File: src/rtl/micro_core.sv
// Multi-cycle execution core: register file, ALU and a fetch/decode/execute/writeback
// controller behind a valid/ready instruction port, with status flags and a debug read port.
module micro_core #(
  parameter int unsigned  DATA_W    = 4,
  parameter int unsigned  NREG      = 4,
  parameter bit           WB_ON_OVF = 1'b0,
  localparam int unsigned RA_W      = $clog2(NREG),
  localparam int unsigned INSTR_W   = 4 + 3 * RA_W
) (
  input  logic               clk,
  input  logic               rst,
  input  logic [INSTR_W-1:0] instr,
  input  logic               instr_valid,
  output logic               instr_ready,
  output logic [DATA_W-1:0]  result,
  output logic               result_valid,
  output logic               ovf,
  output logic               ovf_sticky,
  input  logic               clr_ovf,
  output logic               zero,
  output logic               neg,
  output logic               illegal,
  input  logic [RA_W-1:0]    dbg_addr,
  output logic [DATA_W-1:0]  dbg_data
);

  localparam int unsigned MSB = DATA_W - 1;

  localparam logic [1:0] S_IDLE    = 2'd0;
  localparam logic [1:0] S_DECODE  = 2'd1;
  localparam logic [1:0] S_EXECUTE = 2'd2;
  localparam logic [1:0] S_WB      = 2'd3;

  localparam logic [3:0] OP_NOP  = 4'h0;
  localparam logic [3:0] OP_ADD  = 4'h1;
  localparam logic [3:0] OP_SUB  = 4'h2;
  localparam logic [3:0] OP_AND  = 4'h3;
  localparam logic [3:0] OP_OR   = 4'h4;
  localparam logic [3:0] OP_XOR  = 4'h5;
  localparam logic [3:0] OP_NOT  = 4'h6;
  localparam logic [3:0] OP_SHL  = 4'h7;
  localparam logic [3:0] OP_SHR  = 4'h8;
  localparam logic [3:0] OP_LDI  = 4'h9;
  localparam logic [3:0] OP_MOV  = 4'hA;
  localparam logic [3:0] OP_ADDI = 4'hB;
  localparam logic [3:0] OP_CMP  = 4'hC;

  logic [1:0]         state_q, state_d;
  logic [INSTR_W-1:0] instr_q, instr_d;
  logic [DATA_W-1:0]  a_q, a_d, b_q, b_d;
  logic [DATA_W-1:0]  result_q, result_d;
  logic [DATA_W-1:0]  regs_q [NREG];
  logic rv_q, rv_d, ill_q, ill_d, ovf_q, ovf_d, zero_q, zero_d, neg_q, neg_d;
  logic sticky_q, sticky_d, wr_q, wr_d, ready_q, ready_d;

  logic [3:0]        opcode;
  logic [RA_W-1:0]   rd, rs1, rs2;
  logic [DATA_W-1:0] sum, diff, imm_sum, imm_rs2, imm_ldi, alu_res;
  logic              alu_ovf, arith, produces, writes, illegal_op, ovf_set;

  assign opcode  = instr_q[INSTR_W-1 -: 4];
  assign rd      = instr_q[3*RA_W-1 -: RA_W];
  assign rs1     = instr_q[2*RA_W-1 -: RA_W];
  assign rs2     = instr_q[RA_W-1:0];
  assign imm_rs2 = DATA_W'(rs2);
  assign imm_ldi = DATA_W'({rs1, rs2});

  // ALU on the operands latched in DECODE
  always_comb begin
    sum        = a_q + b_q;
    diff       = a_q - b_q;
    imm_sum    = a_q + imm_rs2;
    alu_res    = '0;
    alu_ovf    = 1'b0;
    arith      = 1'b0;
    produces   = 1'b1;
    writes     = 1'b1;
    illegal_op = 1'b0;
    case (opcode)
      OP_ADD: begin
        alu_res = sum;
        arith   = 1'b1;
        alu_ovf = (a_q[MSB] == b_q[MSB]) && (sum[MSB] != a_q[MSB]);
      end
      OP_SUB: begin
        alu_res = diff;
        arith   = 1'b1;
        alu_ovf = (a_q[MSB] != b_q[MSB]) && (diff[MSB] != a_q[MSB]);
      end
      OP_AND: alu_res = a_q & b_q;
      OP_OR:  alu_res = a_q | b_q;
      OP_XOR: alu_res = a_q ^ b_q;
      OP_NOT: alu_res = ~a_q;
      OP_SHL: alu_res = {a_q[MSB-1:0], 1'b0};
      OP_SHR: alu_res = {1'b0, a_q[MSB:1]};
      OP_LDI: alu_res = imm_ldi;
      OP_MOV: alu_res = a_q;
      OP_ADDI: begin
        alu_res = imm_sum;
        arith   = 1'b1;
        alu_ovf = (a_q[MSB] == imm_rs2[MSB]) && (imm_sum[MSB] != a_q[MSB]);
      end
      OP_CMP: begin
        alu_res = diff;
        writes  = 1'b0;
        alu_ovf = (a_q[MSB] != b_q[MSB]) && (diff[MSB] != a_q[MSB]);
      end
      OP_NOP: begin
        produces = 1'b0;
        writes   = 1'b0;
      end
      default: begin
        produces   = 1'b0;
        writes     = 1'b0;
        illegal_op = 1'b1;
      end
    endcase
  end

  // Sequencer; outputs are loaded at the end of EXECUTE so they are visible during WRITEBACK
  always_comb begin
    state_d  = state_q;
    instr_d  = instr_q;
    a_d      = a_q;
    b_d      = b_q;
    result_d = result_q;
    ovf_d    = ovf_q;
    zero_d   = zero_q;
    neg_d    = neg_q;
    wr_d     = wr_q;
    rv_d     = 1'b0;
    ill_d    = 1'b0;
    ovf_set  = 1'b0;
    case (state_q)
      S_IDLE: begin
        if (instr_valid) begin
          instr_d = instr;
          state_d = S_DECODE;
        end
      end
      S_DECODE: begin
        a_d     = regs_q[rs1];
        b_d     = regs_q[rs2];
        state_d = S_EXECUTE;
      end
      S_EXECUTE: begin
        state_d = S_WB;
        rv_d    = produces;
        ill_d   = illegal_op;
        wr_d    = writes && !(arith && alu_ovf && !WB_ON_OVF);
        if (produces) begin
          result_d = alu_res;
          ovf_d    = alu_ovf;
          zero_d   = (alu_res == '0);
          neg_d    = alu_res[MSB];
          ovf_set  = alu_ovf;
        end
      end
      default: begin
        state_d = S_IDLE;
        // keeps a clear raised during the writeback cycle from undoing the set
        ovf_set = rv_q && ovf_q;
      end
    endcase
    sticky_d = ovf_set ? 1'b1 : (clr_ovf ? 1'b0 : sticky_q);
    ready_d  = (state_d == S_IDLE);
  end

  always_ff @(posedge clk) begin
    if (rst) begin
      state_q  <= S_IDLE;
      instr_q  <= '0;
      a_q      <= '0;
      b_q      <= '0;
      result_q <= '0;
      rv_q     <= 1'b0;
      ill_q    <= 1'b0;
      ovf_q    <= 1'b0;
      zero_q   <= 1'b0;
      neg_q    <= 1'b0;
      sticky_q <= 1'b0;
      wr_q     <= 1'b0;
      ready_q  <= 1'b1;
    end else begin
      state_q  <= state_d;
      instr_q  <= instr_d;
      a_q      <= a_d;
      b_q      <= b_d;
      result_q <= result_d;
      rv_q     <= rv_d;
      ill_q    <= ill_d;
      ovf_q    <= ovf_d;
      zero_q   <= zero_d;
      neg_q    <= neg_d;
      sticky_q <= sticky_d;
      wr_q     <= wr_d;
      ready_q  <= ready_d;
    end
  end

  // Register file write at the end of WRITEBACK
  always_ff @(posedge clk) begin
    if (rst) begin
      for (int i = 0; i < NREG; i++) regs_q[i] <= '0;
    end else if (state_q == S_WB && wr_q) begin
      regs_q[rd] <= result_q;
    end
  end

  assign instr_ready  = ready_q;
  assign result       = result_q;
  assign result_valid = rv_q;
  assign ovf          = ovf_q;
  assign ovf_sticky   = sticky_q;
  assign zero         = zero_q;
  assign neg          = neg_q;
  assign illegal      = ill_q;
  assign dbg_data     = regs_q[dbg_addr];

endmodule
File: config.mk
export PLATFORM = sky130hd
export DESIGN_NAME = micro_core
export DESIGN_NICKNAME = d
export VERILOG_FILES = /design/src/rtl/micro_core.sv
export SDC_FILE = /design/constraint.sdc
export NUM_CORES = 1
export LEC_CHECK = 0
export CELL_PAD_IN_SITES_DETAIL_PLACEMENT = 2
export CELL_PAD_IN_SITES_GLOBAL_PLACEMENT = 2
export CORE_MARGIN = 2
export CORE_UTILIZATION = 39
export CTS_CLUSTER_SIZE = 28
export DETAILED_ROUTE_END_ITERATION = 7
export PLACE_DENSITY_LB_ADDON = 0.1
export SYNTH_ARGS = -nofsm -noshare
export SYNTH_HDL_FRONTEND = slang
export SYNTH_SLANG_ARGS = --single-unit
File: constraint.sdc
create_clock -name clk -period 5.1 [get_ports clk]
set_input_delay 0.51 -clock clk [delete_from_list [all_inputs] [get_ports clk]]
set_output_delay 0.51 -clock clk [all_outputs]
set_load 0.02 [all_outputs]
==> flow_summary_export.csv, run 1 <==
group,metric,value,unit
setup_path,slowest_stage,"clkdlybuf4s50_1",
synth,synth_edf_count,16,
clock_network,clock_sinks,47,
die,chipHeight,92.4,um
power_and_ir_drop,vdd_drop_max,0.229,mV
timing,period_needed,2.74,ns
route,viasPerCell,5.56,
die,dieArea,8550,um^2
route,drtPass1Iterations,4,
global_route,grt_max_degree,37,
route,drt_iter0_markers,52,
power_and_ir_drop,total_power,1300,uW
clock_network,clk_pin_slew,0.09,ns
die,core_area,7650,um^2
timing,finalClockSkew,0.0126,ns
timing,max_slew_margin,44.6,%
job,maxCapViolCount,0,
clock_network,cts_hold_buf,0,
synth,avgSynthCellArea,9.84,um^2
setup_path,reg2reg_from,"a_q[1]$_SDFFE_PP0N_",
setup_path,crit_type,"input port to output pin",
global_route,grt_use_total,21.4,%
place,port-buffer-count,30,
synth,synth_top_area_share,20.3,%
timing,tightest_slew,0.831,ns
die,die_width,92.4,um
setup_path,startpoint_type,"input port",
finish,mostFrequentLayoutCells,"dfxtp_1 (31), clkdlybuf4s50_1 (30), nand2_1 (29), nor2_1 (24), ha_1 (19)",
clock_network,cts_resized,0,
setup_path,endpoint,"dbg_data[3]",
clock_network,clock_latency,0.30,ns
clock_network,cts_buffers,5,
synth,syn-num-nets,348,
timing,final.setup.tns,0,ns
timing,setup_ws,2.36,ns
route,wl_per_cell,19.9,um
finish,drive_gt1_share,10.3,%
route,wl_met2,4180,um
power_and_ir_drop,power.density,371,nW/um^2
synth,synth-seq-cells,47,
finish,layout.nets,366,
setup_path,r2r-end,"wr_q$_SDFFE_PP0P_",
clock_network,clk_path_buf_depth,2,
finish,final_common_cell,"dfxtp_1",
route,met3WireLength,163,um
global_route,grt_pass1_wl,14200,um
clock_network,cts_root_buf,"clkbuf_8",
route,met1_length,4090,um
synth,async_flop_share,0,%
clock_network,htree_levels,2,
die,rows,32,
synth,ys_warn_count,0,
place,dp_slack,2.34,ns
global_route,antenna_found_initial,0,
synth,yosysTopAreaCell,"dfxtp_1",
synth,yosysSeqAreaShare,36.1,%
setup_path,cp_cell_sequence,"clkdlybuf4s50_1 -> mux4_2 -> clkdlybuf4s50_1",
outcome,status,"complete, no violations",
synth,syn_inst,310,
setup_path,reg2reg_depth,8,
setup_path,end_kind,"output pin",
route,dr_total_vias,2397,
clock_network,cts_setup_buffers,0,
place,gp_congestion,0.798,
setup_path,critPathRequiredTime,4.59,ns
global_route,first_global_vias,2692,
timing,drv_slew,0,
synth,synthTopCellsByArea,"dfxtp_1 (20%), edfxtp_1 (16%), mux4_2 (8.9%), ha_1 (7.8%), mux2i_1 (3.9%)",
setup_path,crit_fanout,4,
setup_path,crit_path_max_incr_delay,0.61,ns
route,top_layer,"met4",
die,start_util,39.9,%
synth,synth.distinct_cells,61,
route,drc,0,
timing,hold_violations,0,
timing,fmax,365,MHz
finish,postLayoutCoreUtil,45.6,%
route,routed_wl,8570,um
timing,setup_viol,0,
timing,rsz0062_at_grt,"false",
route,ant_nets,0,
setup_path,path_common_cell,"clkdlybuf4s50_1",
setup_path,startpoint,"dbg_addr[0]",
finish,area_growth,14.4,%
setup_path,arrival,2.23,ns
synth,synth_area,3050,um^2
setup_path,r2r_slack,2.44,ns
global_route,grt_overflow,0,
place,hpwl,6600,um
finish,n_antenna_cell,0,
hold_path,min_path_type,"register to register",
synth,ys_dominant_reg_cell,"dfxtp_1",
timing,fin_crit_sh,53.7,%
die,pin_count,31,
power_and_ir_drop,p_leak,0.00125,uW
clock_network,cts_tree,"built",
## metrics by stage
stage	cells	hold WS, ns	area (um^2)
finish	431	0.505	3490
detailed placement	423	0.486	3380
CTS	431	0.510	3490
floorplan	310	0.443	3050
global route	431	0.522	3490
global placement	423	0.479	3380
## power by group
part / internal [uW] / total (uW) / switching, uW / leakage [uW]
Sequential: 441 / 552 / 111 / 0.000418
Combinational: 224 / 488 / 265 / 0.000785
Clock: 127 / 255 / 129 / 0.0000496
Total: 792 / 1300 / 505 / 0.00125
## flip-flops by register name, indices dropped and copies added, names as in the netlist
register	cells
result	4
ovf_sticky	1
result_valid	1
state_q	2
wr_q	1
instr_q	10
b_q	4
ovf	1
regs_q	16
zero	1
instr_ready	1
illegal	1
a_q	4
## synthesized netlist by cell type (all sizes together), types with 2 or more instances
cell type	n
and3	2
nor2b	6
nor3	9
a21o	2
nand4b	2
mux4	12
mux2i	12
inv	14
a21oi	16
a211oi	5
nor4b	2
and2	18
xnor2	2
nand3	2
nor3b	5
a2111oi	3
buf	13
nand2b	5
o211ai	3
o32ai	2
nor2	25
edfxtp	16
a2bb2oi	2
nand2	29
o21ai	7
or3	2
nand3b	3
or2	4
nor4	3
o22ai	2
fa	3
clkbuf	9
ha	19
dfxtp	31
o31ai	2
## per-layer routing
layer  vias to the layer above  global-route usage, %
met5                         -                      0
met2                        27                   36.3
met1                      1207                   28.8
met3                        12                   2.60
li1                       1151                      -
met4                         0                   6.09
## logic make-up after synthesis
group | Yosys count | synth area share, %
compound gates | 58 | 13.5
buf+inv | 36 | 5.54
flops | 47 | 36.1
mux | 25 | 13.2
xor+xnor | 3 | 0.862
simple gates | 119 | 21.0
fa+ha+maj | 22 | 9.76
## worst min-delay path by stage
stage | start | end | slack, ns | cells after the start
global placement | zero$_SDFFE_PP0P_ | zero$_SDFFE_PP0P_ | 0.48 | 1
finish | zero$_SDFFE_PP0P_ | zero$_SDFFE_PP0P_ | 0.51 | 1
detailed placement | zero$_SDFFE_PP0P_ | zero$_SDFFE_PP0P_ | 0.49 | 1
floorplan | wr_q$_SDFFE_PP0P_ | wr_q$_SDFFE_PP0P_ | 0.44 | 2
global route | zero$_SDFFE_PP0P_ | zero$_SDFFE_PP0P_ | 0.52 | 1
CTS | zero$_SDFFE_PP0P_ | zero$_SDFFE_PP0P_ | 0.51 | 1
## layout make-up
cell class | instances | area, um^2
Clock inverter | 1 | 7.51
Multi-Input combinational cell | 227 | 1780
Fill cell | 789 | 4160
Timing Repair Buffer | 33 | 323
Clock buffer | 7 | 97.6
Tap cell | 102 | 128
Sequential cell | 47 | 1100
Inverter | 14 | 52.6
## critical path: cells and delay by family
kind / cells / cell delay, ns
buffers and inverters: 2 / 1.18
multiplexers: 1 / 0.54
(Power assumes the default switching activity.)
==> run 2: changes to the inputs <==
--- a/config.mk
+++ b/config.mk
@@ -8,7 +8,7 @@
 export CELL_PAD_IN_SITES_DETAIL_PLACEMENT = 2
 export CELL_PAD_IN_SITES_GLOBAL_PLACEMENT = 2
 export CORE_MARGIN = 2
-export CORE_UTILIZATION = 39
+export CORE_UTILIZATION = 37
 export CTS_CLUSTER_SIZE = 28
 export DETAILED_ROUTE_END_ITERATION = 7
 export PLACE_DENSITY_LB_ADDON = 0.1
==> constraint.sdc (replaced) <==
create_clock -name clk -period 2.8 [get_ports clk]
set_input_delay 0.28 -clock clk [delete_from_list [all_inputs] [get_ports clk]]
set_output_delay 0.28 -clock clk [all_outputs]
set_load 0.02 [all_outputs]
==> flow_summary_export.csv, run 2 (synthesis results as in run 1) <==
group,metric,value,unit
outcome,status,"complete, no violations",
place,gp_congestion,0.866,
timing,fin_crit_sh,84.4,%
finish,regMostFlops,"regs_q",
power_and_ir_drop,vdd_drop_max,0.367,mV
route,viasPerCell,5.60,
setup_path,critPathRequiredTime,3.01,ns
hold_path,min_path_cells,1,
timing,period_needed,2.36,ns
route,wl_per_cell,21.2,um
route,dr_total_vias,2475,
finish,layout.nets,374,
clock_network,cts_root_buf,"clkbuf_8",
place,port-buffer-count,30,
place,hpwl,7410,um
die,die_width,94.8,um
job,maxCapViolCount,0,
timing,setup_viol,0,
clock_network,htree_levels,2,
global_route,first_global_vias,2768,
route,drc,0,
clock_network,clk_pin_slew,0.09,ns
setup_path,crit_type,"register to register",
finish,largest_reg_flops,16,
timing,final.setup.tns,0,ns
power_and_ir_drop,p_leak,0.00131,uW
timing,tightest_slew,0.746,ns
setup_path,r2r-end,"wr_q$_SDFFE_PP0P_",
global_route,grt_use_total,22.9,%
route,ant_nets,0,
timing,hold_violations,0,
setup_path,reg2reg_from,"a_q[1]$_SDFFE_PP0N_",
hold_path,hp-start,"zero$_SDFFE_PP0P_",
setup_path,reg2reg_depth,8,
timing,finalClockSkew,0.00788,ns
clock_network,clk_path_buf_depth,2,
global_route,grt_pass1_wl,15300,um
finish,n_antenna_cell,0,
clock_network,clock_sinks,47,
die,chipHeight,94.8,um
hold_path,min_path_type,"register to register",
setup_path,startpoint_type,"register",
route,drt_iter0_markers,59,
setup_path,r2r_slack,0.44,ns
die,core_area,8090,um^2
clock_network,cts_buffers,5,
power_and_ir_drop,total_power,2550,uW
finish,mostFrequentLayoutCells,"dfxtp_1 (30), clkdlybuf4s50_1 (30), nand2_1 (29), nor2_1 (24), ha_1 (19)",
route,routed_wl,9380,um
route,drtPass1Iterations,4,
clock_network,cts_setup_buffers,0,
setup_path,arrival,2.57,ns
die,pin_count,31,
power_and_ir_drop,power.density,712,nW/um^2
finish,area_growth,17.6,%
clock_network,cts_hold_buf,0,
finish,reg.largest.list,"regs_q: 16 flops, instr_q: 10 flops",
timing,rsz0062_at_grt,"false",
die,rows,33,
hold_path,hold_path_end,"zero$_SDFFE_PP0P_",
clock_network,cts_resized,0,
die,dieArea,8990,um^2
die,start_util,37.7,%
setup_path,crit_fanout,9,
global_route,grt_max_degree,36,
global_route,antenna_found_initial,0,
setup_path,end_kind,"register",
timing,drv_slew,0,
finish,drive_gt1_share,13.1,%
timing,max_slew_margin,50.2,%
timing,fmax,423,MHz
clock_network,cts_tree,"built",
global_route,grt_overflow,0,
clock_network,clock_latency,0.32,ns
-- run 2: how the worst max path moves through the flow --
stage / endpoint / depth (start not counted) / slack (ns) / from
CTS: wr_q$_SDFFE_PP0P_ / 8 / 0.21 / a_q[1]$_SDFFE_PP0N_
global placement: zero$_SDFFE_PP0P_ / 8 / 0.40 / a_q[1]$_SDFFE_PP0N_
finish: wr_q$_SDFFE_PP0P_ / 8 / 0.44 / a_q[1]$_SDFFE_PP0N_
floorplan: wr_q$_SDFFE_PP0P_ / 8 / 0.60 / a_q[1]$_SDFFE_PP0N_
detailed placement: wr_q$_SDFFE_PP0P_ / 8 / 0.22 / a_q[1]$_SDFFE_PP0N_
global route: wr_q$_SDFFE_PP0P_ / 8 / 0.15 / a_q[1]$_SDFFE_PP0N_
-- run 2: power by group --
group | switching, uW | leakage, uW | total [uW] | internal (uW)
Clock | 251 | 0.0000644 | 608 | 356
Combinational | 535 | 0.000827 | 968 | 433
Sequential | 173 | 0.000418 | 977 | 805
-- run 2: layout make-up --
class | instances | area (um^2)
inverters | 14 | 52.6
fillers | 904 | 4510
clock buffers | 5 | 68.8
well taps | 105 | 131
flip-flops and latches | 47 | 1100
multi-input cells | 227 | 1780
repair buffers | 41 | 383
clock inverters | 3 | 67.6
-- run 2: per-stage QoR --
stage	hold slack, ns	worst slack (ns)	util [%]	area [um^2]	cells
floorplan	0.416	0.601	-	3050	310
global placement	0.492	0.402	42.6	3450	434
detailed placement	0.476	0.223	42.6	3450	434
CTS	0.511	0.214	44.3	3580	442
global route	0.530	0.152	44.3	3590	442
finish	0.508	0.436	44.3	3590	442
-- run 2: per-layer routing --
metal / routed length (um) / vias to the layer above / global-route usage [%]
met1: 4310 / 1262 / 29.2
li1: - / 1169 / -
met5: 0 / - / 0
met3: 187 / 12 / 3.35
met2: 4720 / 32 / 40.3
met4: 168 / 0 / 6.64
-- run 2: critical path: stages (launching register included) --
cell	delay (ns)
dfxtp_2	0.45
inv_1	0.15
ha_1	0.36
o21ba_2	0.21
o21bai_1	0.19
nor3b_1	0.27
o32ai_1	0.15
a2111oi_0	0.38
o21ai_1	0.09
